--- src/rtl/mem_stage_lsu_if.sv ---
// Data-bus interface of the MEM stage (SRAM-like req/addr_ok/data_ok).
// An address phase transfers in a cycle with req & addr_ok; data_ok returns one response per
// transferred request, strictly in request order.
interface mem_stage_lsu_if;
  logic        req;
  logic        wr;
  logic [1:0]  size;
  logic [3:0]  wstrb;
  logic [31:0] addr;
  logic [31:0] wdata;
  logic        addr_ok;
  logic        data_ok;
  logic [31:0] rdata;

  modport master (output req, wr, size, wstrb, addr, wdata, input addr_ok, data_ok, rdata);
  modport slave  (input req, wr, size, wstrb, addr, wdata, output addr_ok, data_ok, rdata);
endinterface

--- src/rtl/mem_stage_lsu.sv ---
// MEM stage with a pipelined load/store unit and an in-order tracking queue of DEPTH entries.
// Optional misaligned-access detection is compiled in with `define MEM_ALIGN_CHK_EN.
// Handshakes: a transfer happens on the cycle where valid & ready are both high; valid never
// waits on ready, and ready may depend combinationally on valid-side inputs (in_ready on addr_ok).
module mem_stage_lsu #(
  parameter int DEPTH = 4,
  parameter int PC_W  = 32
) (
  input  logic            clk,
  input  logic            rst,
  input  logic            flush,
  input  logic            in_valid,
  output logic            in_ready,
  input  logic [PC_W-1:0] in_pc,
  input  logic [2:0]      in_ld,
  input  logic [1:0]      in_st,
  input  logic [31:0]     in_addr,
  input  logic [31:0]     in_wdata,
  input  logic [4:0]      in_rd,
  input  logic            in_gr_we,
  mem_stage_lsu_if.master bus,
  output logic            out_valid,
  input  logic            out_ready,
  output logic [PC_W-1:0] out_pc,
  output logic            out_gr_we,
  output logic [4:0]      out_rd,
  output logic [31:0]     out_wdata
`ifdef MEM_ALIGN_CHK_EN
  ,
  output logic            out_ale,
  output logic [31:0]     out_badv
`endif
);
  localparam int PTR_W  = $clog2(DEPTH);
  localparam int CNT_W  = PTR_W + 1;
  localparam int DISC_W = CNT_W + 4;

  localparam logic [2:0] LD_B  = 3'd1;
  localparam logic [2:0] LD_BU = 3'd2;
  localparam logic [2:0] LD_H  = 3'd3;
  localparam logic [2:0] LD_HU = 3'd4;
  localparam logic [2:0] LD_W  = 3'd5;
  localparam logic [1:0] ST_B  = 2'd1;
  localparam logic [1:0] ST_H  = 2'd2;

  logic [PC_W-1:0]   q_pc     [DEPTH];
  logic [4:0]        q_rd     [DEPTH];
  logic              q_gr_we  [DEPTH];
  logic [2:0]        q_ld     [DEPTH];
  logic [1:0]        q_lo     [DEPTH];
  logic [31:0]       q_data   [DEPTH];
  logic              q_done   [DEPTH];
  logic              q_issued [DEPTH];
`ifdef MEM_ALIGN_CHK_EN
  logic              q_ale    [DEPTH];
`endif

  logic [PTR_W-1:0]  head, tail, rsp_idx, slot;
  logic [CNT_W-1:0]  count, outstanding;
  logic [DISC_W-1:0] discard, discard_n;
  logic              is_mem, misalign, full, enq, pop, rsp_found, rsp_hit;
  logic              req_c, wr_c;
  logic [1:0]        size_c;
  logic [3:0]        wstrb_c;
  logic [31:0]       wdata_c;

  function automatic logic [31:0] load_ext(input logic [2:0] ld, input logic [1:0] lo,
                                           input logic [31:0] rd);
    logic [7:0]  b;
    logic [15:0] h;
    b = rd[{lo, 3'b000} +: 8];
    h = lo[1] ? rd[31:16] : rd[15:0];
    case (ld)
      LD_B:    load_ext = {{24{b[7]}}, b};
      LD_BU:   load_ext = {24'd0, b};
      LD_H:    load_ext = {{16{h[15]}}, h};
      LD_HU:   load_ext = {16'd0, h};
      LD_W:    load_ext = rd;
      default: load_ext = rd;
    endcase
  endfunction

  // Issue side: request, accept and lane generation for the EX offer.
  always_comb begin
    is_mem = (in_ld != 3'd0) || (in_st != 2'd0);
    if (in_st != 2'd0)                     size_c = in_st - 2'd1;
    else if (in_ld == LD_B || in_ld == LD_BU) size_c = 2'd0;
    else if (in_ld == LD_H || in_ld == LD_HU) size_c = 2'd1;
    else                                    size_c = 2'd2;
`ifdef MEM_ALIGN_CHK_EN
    misalign = is_mem && ((size_c == 2'd1 && in_addr[0]) ||
                          (size_c == 2'd2 && in_addr[1:0] != 2'b00));
`else
    misalign = 1'b0;
`endif
    full     = (count == CNT_W'(DEPTH));
    req_c    = in_valid & is_mem & ~misalign & ~full & ~flush;
    in_ready = ~full & ~flush & (~is_mem | misalign | bus.addr_ok);
    enq      = in_valid & in_ready;
    wr_c     = req_c & (in_st != 2'd0);
    wstrb_c  = 4'b0000;
    wdata_c  = 32'd0;
    if (wr_c) begin
      case (in_st)
        ST_B: begin
          wstrb_c = 4'b0001 << in_addr[1:0];
          wdata_c = {4{in_wdata[7:0]}};
        end
        ST_H: begin
          wstrb_c = in_addr[1] ? 4'b1100 : 4'b0011;
          wdata_c = {2{in_wdata[15:0]}};
        end
        default: begin
          wstrb_c = 4'b1111;
          wdata_c = in_wdata;
        end
      endcase
    end
  end

  assign bus.req   = req_c;
  assign bus.wr    = wr_c;
  assign bus.size  = req_c ? size_c : 2'd0;
  assign bus.addr  = req_c ? in_addr : 32'd0;
  assign bus.wstrb = wstrb_c;
  assign bus.wdata = wdata_c;

  // Oldest issued-but-not-done entry receives the next live response.
  always_comb begin
    rsp_found   = 1'b0;
    rsp_idx     = head;
    outstanding = '0;
    slot        = head;
    for (int i = 0; i < DEPTH; i++) begin
      slot = head + PTR_W'(i);
      if (CNT_W'(i) < count && q_issued[slot] && !q_done[slot]) begin
        outstanding = outstanding + CNT_W'(1);
        if (!rsp_found) begin
          rsp_found = 1'b1;
          rsp_idx   = slot;
        end
      end
    end
    rsp_hit = bus.data_ok & (discard == '0) & rsp_found;
  end

  // A response arriving in the flush cycle retires one of the flushed requests.
  always_comb begin
    discard_n = discard;
    if (flush)
      discard_n = discard + DISC_W'(outstanding)
                  - DISC_W'(bus.data_ok && (discard != '0 || outstanding != '0));
    else if (bus.data_ok && discard != '0)
      discard_n = discard - DISC_W'(1);
  end

  assign out_valid = (count != '0) && q_done[head];
  assign pop       = out_valid & out_ready;
  assign out_pc    = out_valid ? q_pc[head] : '0;
  assign out_rd    = out_valid ? q_rd[head] : 5'd0;
  assign out_gr_we = out_valid & q_gr_we[head];
  assign out_wdata = out_valid ? q_data[head] : 32'd0;
`ifdef MEM_ALIGN_CHK_EN
  assign out_ale   = out_valid & q_ale[head];
  assign out_badv  = out_ale ? q_data[head] : 32'd0;
`endif

  always_ff @(posedge clk) begin
    if (rst) begin
      head    <= '0;
      tail    <= '0;
      count   <= '0;
      discard <= '0;
      for (int i = 0; i < DEPTH; i++) begin
        q_done[i]   <= 1'b0;
        q_issued[i] <= 1'b0;
      end
    end else begin
      discard <= discard_n;
      if (flush) begin
        head  <= '0;
        tail  <= '0;
        count <= '0;
      end else begin
        if (enq) begin
          tail           <= tail + PTR_W'(1);
          q_done[tail]   <= ~is_mem | misalign;
          q_issued[tail] <= is_mem & ~misalign;
        end
        if (rsp_hit) q_done[rsp_idx] <= 1'b1;
        if (pop) head <= head + PTR_W'(1);
        count <= count + CNT_W'(enq) - CNT_W'(pop);
      end
    end
  end

  // Payload storage; validity is tracked by count/done, so no reset is needed here.
  always_ff @(posedge clk) begin
    if (enq) begin
      q_pc[tail]    <= in_pc;
      q_rd[tail]    <= in_rd;
      q_gr_we[tail] <= in_gr_we & ~misalign;
      q_ld[tail]    <= in_ld;
      q_lo[tail]    <= in_addr[1:0];
      q_data[tail]  <= in_addr;
`ifdef MEM_ALIGN_CHK_EN
      q_ale[tail]   <= misalign;
`endif
    end
    if (rsp_hit && q_ld[rsp_idx] != 3'd0)
      q_data[rsp_idx] <= load_ext(q_ld[rsp_idx], q_lo[rsp_idx], bus.rdata);
  end
endmodule

--- src/flat_wrapper.sv ---
// flat-port wrapper written by rule: the top's interface ports become plain ports
module mem_stage_lsu_flat 
#(
  parameter int DEPTH = 4,
  parameter int PC_W  = 32
)
  (clk, rst, flush, in_valid, in_ready, in_pc, in_ld, in_st, in_addr, in_wdata, in_rd, in_gr_we, out_valid, out_ready, out_pc, out_gr_we, out_rd, out_wdata, bus_req, bus_wr, bus_size, bus_wstrb, bus_addr, bus_wdata, bus_addr_ok, bus_data_ok, bus_rdata);
  mem_stage_lsu_if bus_i ();
  input  logic clk;
  input  logic rst;
  input  logic flush;
  input  logic in_valid;
  output logic in_ready;
  input  logic [PC_W-1:0] in_pc;
  input  logic [2:0] in_ld;
  input  logic [1:0] in_st;
  input  logic [31:0] in_addr;
  input  logic [31:0] in_wdata;
  input  logic [4:0] in_rd;
  input  logic in_gr_we;
  output logic out_valid;
  input  logic out_ready;
  output logic [PC_W-1:0] out_pc;
  output logic out_gr_we;
  output logic [4:0] out_rd;
  output logic [31:0] out_wdata;
  output wire logic [$bits(bus_i.req)-1:0] bus_req;
  output wire logic [$bits(bus_i.wr)-1:0] bus_wr;
  output wire logic [$bits(bus_i.size)-1:0] bus_size;
  output wire logic [$bits(bus_i.wstrb)-1:0] bus_wstrb;
  output wire logic [$bits(bus_i.addr)-1:0] bus_addr;
  output wire logic [$bits(bus_i.wdata)-1:0] bus_wdata;
  input wire logic [$bits(bus_i.addr_ok)-1:0] bus_addr_ok;
  input wire logic [$bits(bus_i.data_ok)-1:0] bus_data_ok;
  input wire logic [$bits(bus_i.rdata)-1:0] bus_rdata;
  assign bus_req = bus_i.req;
  assign bus_wr = bus_i.wr;
  assign bus_size = bus_i.size;
  assign bus_wstrb = bus_i.wstrb;
  assign bus_addr = bus_i.addr;
  assign bus_wdata = bus_i.wdata;
  assign bus_i.addr_ok = bus_addr_ok;
  assign bus_i.data_ok = bus_data_ok;
  assign bus_i.rdata = bus_rdata;
  mem_stage_lsu #(.DEPTH(DEPTH), .PC_W(PC_W)) u_core (.clk(clk), .rst(rst), .flush(flush), .in_valid(in_valid), .in_ready(in_ready), .in_pc(in_pc), .in_ld(in_ld), .in_st(in_st), .in_addr(in_addr), .in_wdata(in_wdata), .in_rd(in_rd), .in_gr_we(in_gr_we), .bus(bus_i), .out_valid(out_valid), .out_ready(out_ready), .out_pc(out_pc), .out_gr_we(out_gr_we), .out_rd(out_rd), .out_wdata(out_wdata));
endmodule
--- config.mk ---
export PLATFORM = sky130hd
export DESIGN_NAME = mem_stage_lsu_flat
export DESIGN_NICKNAME = d
export VERILOG_FILES = /design/src/rtl/mem_stage_lsu_if.sv /design/src/rtl/mem_stage_lsu.sv /design/src/flat_wrapper.sv
export SDC_FILE = /design/constraint.sdc
export NUM_CORES = 1
export LEC_CHECK = 0
export BUFFER_PORTS_ARGS = -buffer_cell sky130_fd_sc_hd__buf_2
export CAP_MARGIN = 20
export CORE_ASPECT_RATIO = 1.75
export CORE_MARGIN = 2
export CORE_UTILIZATION = 50
export DETAILED_ROUTE_END_ITERATION = 8
export PLACE_DENSITY = 0.82
export SLEW_MARGIN = 20
export SYNTH_ARGS = -nofsm -noshare
export SYNTH_HDL_FRONTEND = slang
export SYNTH_SLANG_ARGS = --single-unit
--- constraint.sdc ---
create_clock -name clk -period 4.6 [get_ports clk]
set_input_delay 0.46 -clock clk [delete_from_list [all_inputs] [get_ports clk]]
set_output_delay 0.46 -clock clk [all_outputs]
set_load 0.01 [all_outputs]
==> results.yml, run 1 <==
setup_path:
  timing.rr.end: "u_core.discard[6]"
  crit_path_end_kind: "flip-flop"
  critPathMaxFanout: 4
  critPathKind: "flip-flop to flip-flop"
  worst_path_most_repeated_cell: "nor2_1"
  worst-path-buf-inv: 3
  cp-start-kind: "flip-flop"
  arrival_ns: 5.11
  cp_data_required_time_ns: 5.10
  critPathMaxStageDelay_ns: 0.51
  cp_slowest_cell: "mux4_2"
  cpLargestDelayFamily: "adder cells"
  r2r_slack_ns: -0.008
  reg2reg_depth: 25
global_route:
  gr-usage-met1: 0.271
  overflow: 0
  grt_max_degree: 72
  antenna_found_initial: 0
  met2_usage: 0.466
  grt.total_usage: 0.245
  grtUsageMet3: 0.0287
  grt_first_pass_wirelength_um: 66800
  grt_pass1_vias: 12406
  busiest_layer: "met2"
floorplan:
  core_mm2: 0.0336
  die_h_um: 248
  io-pin-count: 290
  start_util: 0.505
  die-area_mm2: 0.0355
  num_rows: 89
  die_w_um: 143
timing:
  period_share: 1.00
  worstMarginPinSlew_ns: 0.914
  relSlewSlack: 0.391
  fin_crit_ns: 4.61
  fin_skew_ns: 0.0106
  rsz0062_at_grt: "true"
  hold_slack_ns: 0.109
  setup-violations-final: 1
  slew_viol_final: 0
  final_hold_viol_count: 0
  finalWorstSetupSlack_ns: -0.00837
  timing.fmax_mhz: 217
drt:
  ant_nets: 0
  drt_iter0_drc: 936
  wirelength_um: 44400
  drcViolationCount: 0
  viasPerCell: 5.88
  dr.pass1.iters: 6
  vias: 12308
  avgRoutedWirePerCell_um: 21.2
worst_hold_path:
  worstHoldStart: "in_pc[6]"
  hold_class: "input pin to flip-flop"
  whs_endpoint: "u_core.q_pc[2][6]"
  hold_depth: 1
yosys:
  yosysMostFrequentCell: "edfxtp_1"
  synth_top_area_share: 0.538
  synth_commonest_cells: "edfxtp_1 (304), nor2_1 (163), and2_1 (122), nand2_1 (80), mux4_2 (75)"
  synth_flop_cell: "edfxtp_1"
  synth_largest_area_cell: "edfxtp_1"
  synth_seq_area_share: 0.561
  synth.area.top_cells: "edfxtp_1 (54%), mux4_2 (10%), and2_1 (4.5%)"
  postSynthCellCount: 1325
  syn_area_mm2: 0.0170
  ys_warn_count: 0
  async_flop_share: 0
  synth_edf_count: 304
  ys_ff_latch: 324
  yosys.cell_types.count: 69
  synth_nets: 1501
  postSynthAreaPerCell_um2: 12.8
finish:
  finalNonFillerCells: 2092
  num_antenna_cells: 0
  drive_gt1_frac: 0.369
  fillCellCount: 2587
  final_nets: 1789
  multi_input_comb_area_mm2: 0.00708
  finalCoreUtilization: 0.605
  register_area_mm2: 0.00954
  area_delta_synth_final_pct: 19.9
cts:
  postCtsHoldBufs: 0
  cts_buffer_depth: 3
  cts_tree: "yes"
  htree_levels: 1
  insertion_delay_ns: 0.56
  cts_buffers: 30
  root_buffer: "clkbuf_16"
  clk_pin_slew_ns: 0.07
  clock_sinks: 324
place:
  gp_congestion: 0.878
  dp_hpwl_um: 30600
  dpl_worst_slack_ns: -0.131
  io_buffers: 289
  placedCellCount: 2032
pwr:
  powerDensity_mw_per_mm2: 326
  internal_power_uw: 5050
  combPwrFrac: 0.136
  power.leakage_uw: 0.00768
  clock_power_share: 0.367
  swShare: 0.239
  p_sw_uw: 1590
  irDropWorstVdd_mv: 0.305
  pwr-share-seq: 0.498
  p_total_uw: 6640
status:
  violations: "setup timing"
  status: "complete, but fails checks"
flow_run:
  cap_viol_max_count: 0
[power by group through the flow]
stage	sequential [µW]	clock, µW	combinational, µW
finish	3300	2430	901
global route	3310	2570	1000
CTS	3300	2470	864
detailed placement	3370	0	848
global placement	3360	0	825
floorplan	3360	0	567
[flip-flops by register name (all words and copies together) (netlist names), named ones only]
signal,cells
u_core.q_data,128
u_core.discard,7
u_core.count,3
u_core.q_gr_we,4
u_core.tail,2
u_core.q_rd,20
u_core.head,2
u_core.q_pc,128
u_core.q_issued,4
u_core.q_ld,12
u_core.q_done,4
u_core.q_lo,8
[cell families after synthesis]
group / synth area share
compound gates: 0.107
xor+xnor: 0.0109
fa+ha+maj: 0.0237
buf+inv: 0.0327
flops: 0.561
mux: 0.132
simple gates: 0.132
[worst max-delay path by stage]
| stage | end | slack, ns | depth (start not counted) |
|---|---|---|---|
| 2_1_floorplan | u_core.discard[6] | 0.05 | 26 |
| 3_3_place_gp | u_core.discard[6] | -0.002 | 25 |
| 3_5_place_dp | u_core.discard[6] | -0.13 | 25 |
| 4_1_cts | u_core.discard[6] | 0.03 | 25 |
| 5_1_grt | u_core.discard[6] | -0.32 | 25 |
| 6_report | u_core.discard[6] | -0.008 | 25 |
[metrics by stage]
step	TNS (ns)	area [µm²]
6_report	-0.00837	20400
5_1_grt	-0.323	20400
4_1_cts	0	20200
3_5_place_dp	-0.131	19200
3_3_place_gp	-0.00162	19200
2_1_floorplan	0	17000
[cell type report]
type | count | area share
Clock buffer | 39 | 0.0406
Inverter | 46 | 0.00848
Sequential cell | 324 | 0.469
Timing Repair Buffer | 346 | 0.0997
Clock inverter | 17 | 0.00682
Tap cell | 455 | 0.0280
Multi-Input combinational cell | 865 | 0.348
[timing repair]
item / in CTS / in global routing
setup endpoints to repair: 1 / 213
pin swaps: 1 / 14
gates resized for setup: 4 / 31
gates cloned: 0 / 0
setup buffers: 0 / 4
[placed cells by master, fill, tap and decap left out, drive strengths merged, types with 20 or more instances in the layout]
| cell | count |
|---|---|
| and2 | 124 |
| clkbuf | 39 |
| inv | 48 |
| mux4 | 75 |
| buf | 346 |
| edfxtp | 304 |
| nor2 | 164 |
| a21oi | 54 |
| mux2 | 36 |
| dfxtp | 20 |
| nand2 | 80 |
| ha | 28 |
| a31oi | 71 |
[metal layers]
layer | up-vias | share of wire | wire [µm]
li1 | 5558 | - | -
met1 | 6044 | 0.35 | 15400
met2 | 605 | 0.54 | 23900
met3 | 101 | 0.071 | 3160
met4 | 0 | 0.043 | 1890
met5 | - | 0 | 0
No activity file was read; power rests on OpenSTA's default activity.
==> inputs of run 2 (changes only) <==
==> constraint.sdc (replaced) <==
create_clock -name clk -period 4.6 [get_ports clk]
set_input_delay 0.23 -clock clk [delete_from_list [all_inputs] [get_ports clk]]
set_output_delay 0.23 -clock clk [all_outputs]
set_load 0.01 [all_outputs]
==> run 2 against run 1 <==
Net effect: combinational power increased by 5.1%; register-to-register slack improved by 0.02 ns; sequential share of layout area decreased by 0.84 points; fmax increased by 0.48%; sequential cell count unchanged; critical path type unchanged; the flow now finishes without violations; final cell count increased by 2.2%; utilization increased by 1.1 points; via count increased by 2.0%; cell area increased by 1.8%; clock power increased by 3%.
==> results.yml, run 2 (same netlist as run 1, synthesis figures left out) <==
place:
  io_buffers: 289
  gp_congestion: 0.886
  dp_hpwl_um: 30600
  dpl_worst_slack_ns: -0.129
cts:
  root_buffer: "clkbuf_16"
  cts_buffers: 29
  cts_tree: "yes"
  clk_pin_slew_ns: 0.07
  htree_levels: 1
  cts_buffer_depth: 3
  clock_sinks: 324
  insertion_delay_ns: 0.56
pwr:
  power.leakage_uw: 0.00786
  pwr-share-seq: 0.490
  irDropWorstVdd_mv: 0.320
  combPwrFrac: 0.140
  p_sw_uw: 1600
  swShare: 0.237
  internal_power_uw: 5150
  clock_power_share: 0.370
  powerDensity_mw_per_mm2: 326
worst_hold_path:
  worstHoldStart: "in_addr[13]"
  hold_class: "input pin to flip-flop"
floorplan:
  io-pin-count: 290
  die-area_mm2: 0.0355
  num_rows: 89
  die_h_um: 248
  core_mm2: 0.0336
  start_util: 0.505
  die_w_um: 143
setup_path:
  worst_path_most_repeated_cell: "nor2_1"
  critPathKind: "flip-flop to flip-flop"
  cp-start-kind: "flip-flop"
  cp_slowest_cell: "mux4_2"
  critPathMaxFanout: 4
  arrival_ns: 5.08
  crit_path_end_kind: "flip-flop"
  cp_data_required_time_ns: 5.09
  critPathMaxStageDelay_ns: 0.51
timing:
  fin_crit_ns: 4.59
  final_hold_viol_count: 0
  slew_viol_final: 0
  period_share: 0.997
  fin_setup_tns_ns: 0
  rsz0062_at_grt: "true"
  relSlewSlack: 0.441
  worstMarginPinSlew_ns: 0.835
  timing.fmax_mhz: 218
  setup-violations-final: 0
  finalWorstSetupSlack_ns: 0.0137
  fin_skew_ns: 0.0148
finish:
  layout_commonest_cell: "edfxtp_1"
  area_delta_synth_final_pct: 22.1
  drive_gt1_frac: 0.359
  num_antenna_cells: 0
  final_nets: 1836
  fillCellCount: 2558
  finalCoreUtilization: 0.616
  layout_common_cells: "edfxtp_1 (304), buf_2 (289), nor2_1 (161)"
  top_regs: "u_core.q_data (128), u_core.q_pc (128), u_core.q_rd (20)"
global_route:
  grt_max_degree: 72
  grt.total_usage: 0.248
  antenna_found_initial: 0
  overflow: 0
  grt_first_pass_wirelength_um: 67800
  grt_pass1_vias: 12694
drt:
  ant_nets: 0
  highest_layer: "met4"
  wirelength_um: 45000
  drt_iter0_drc: 897
  met1Wirelength_um: 15700
  dr.pass1.iters: 5
  route.met2.wl_um: 24100
  vias: 12556
  drcViolationCount: 0
  viasPerCell: 5.88
  met3_length_um: 2740
  avgRoutedWirePerCell_um: 21.0
status:
  status: "finished, final reports clean"
flow_run:
  cap_viol_max_count: 0
==> run 2: what timing repair did <==
item	in CTS	in global routing
hold buffers	41	0
hold endpoints to repair	164	0
setup endpoints to repair	1	252
pin swaps	3	9
gates resized for setup	3	20
setup buffers	0	7
cloned	0	0
==> run 2: final cells by class <==
| cell class | instances | area [µm²] | area share |
|---|---|---|---|
| Sequential cell | 324 | 9540 | 0.460 |
| Multi-Input combinational cell | 865 | 7040 | 0.340 |
| Timing Repair Buffer | 394 | 2430 | 0.117 |
| Clock buffer | 39 | 793 | 0.0383 |
| Tap cell | 455 | 569 | 0.0275 |
| Clock inverter | 14 | 188 | 0.00906 |
| Inverter | 46 | 173 | 0.00833 |
==> run 2: power by group through the flow <==
stage	registers [µW]	logic, µW	clock network [µW]
3_5_place_dp	3370	873	0
5_1_grt	3310	1040	2640
4_1_cts	3300	916	2540
6_report	3300	947	2500
2_1_floorplan	3360	567	0
3_3_place_gp	3360	832	0
==> run 2: critical path: cells and delay by family (launching register included) <==
family / cells / cell delay (ns)
XOR/XNOR: 3 / 0.45
AO/OA/AOI/OAI: 4 / 0.67
multiplexers: 2 / 0.84
AND/OR/NAND/NOR: 8 / 0.80
flip-flops: 1 / 0.37
buffers and inverters: 3 / 0.19
adder cells (fa/ha/maj): 5 / 1.21
==> run 2: through the flow <==
step	cell area (µm²)	hold WS (ns)	power, µW	cells
after global placement	19200	0.440	4190	2036
after CTS	20600	0.00649	6750	2130
after global routing	20700	0.0324	6990	2137
final	20700	0.0266	6750	2137
after floorplan	17000	0.329	3930	1325
after detailed placement	19200	0.449	4240	2036
==> run 2: path summary, 6_finish.rpt <==
path | end | slack [ns] | cells after the start
setup / recovery | u_core.discard[6] | 0.01 | 25
hold / removal | u_core.q_data[2][13] | 0.03 | 2
setup reg to reg | u_core.discard[6] | 0.01 | 25
hold reg to reg | u_core.discard[6] | 0.59 | 2
==> run 2: metal layers <==
| metal | vias up | track usage |
|---|---|---|
| met1 | 6175 | 0.272 |
| li1 | 5654 | - |
| met5 | - | 0 |
| met3 | 144 | 0.0272 |
| met2 | 583 | 0.464 |
| met4 | 0 | 0.130 |
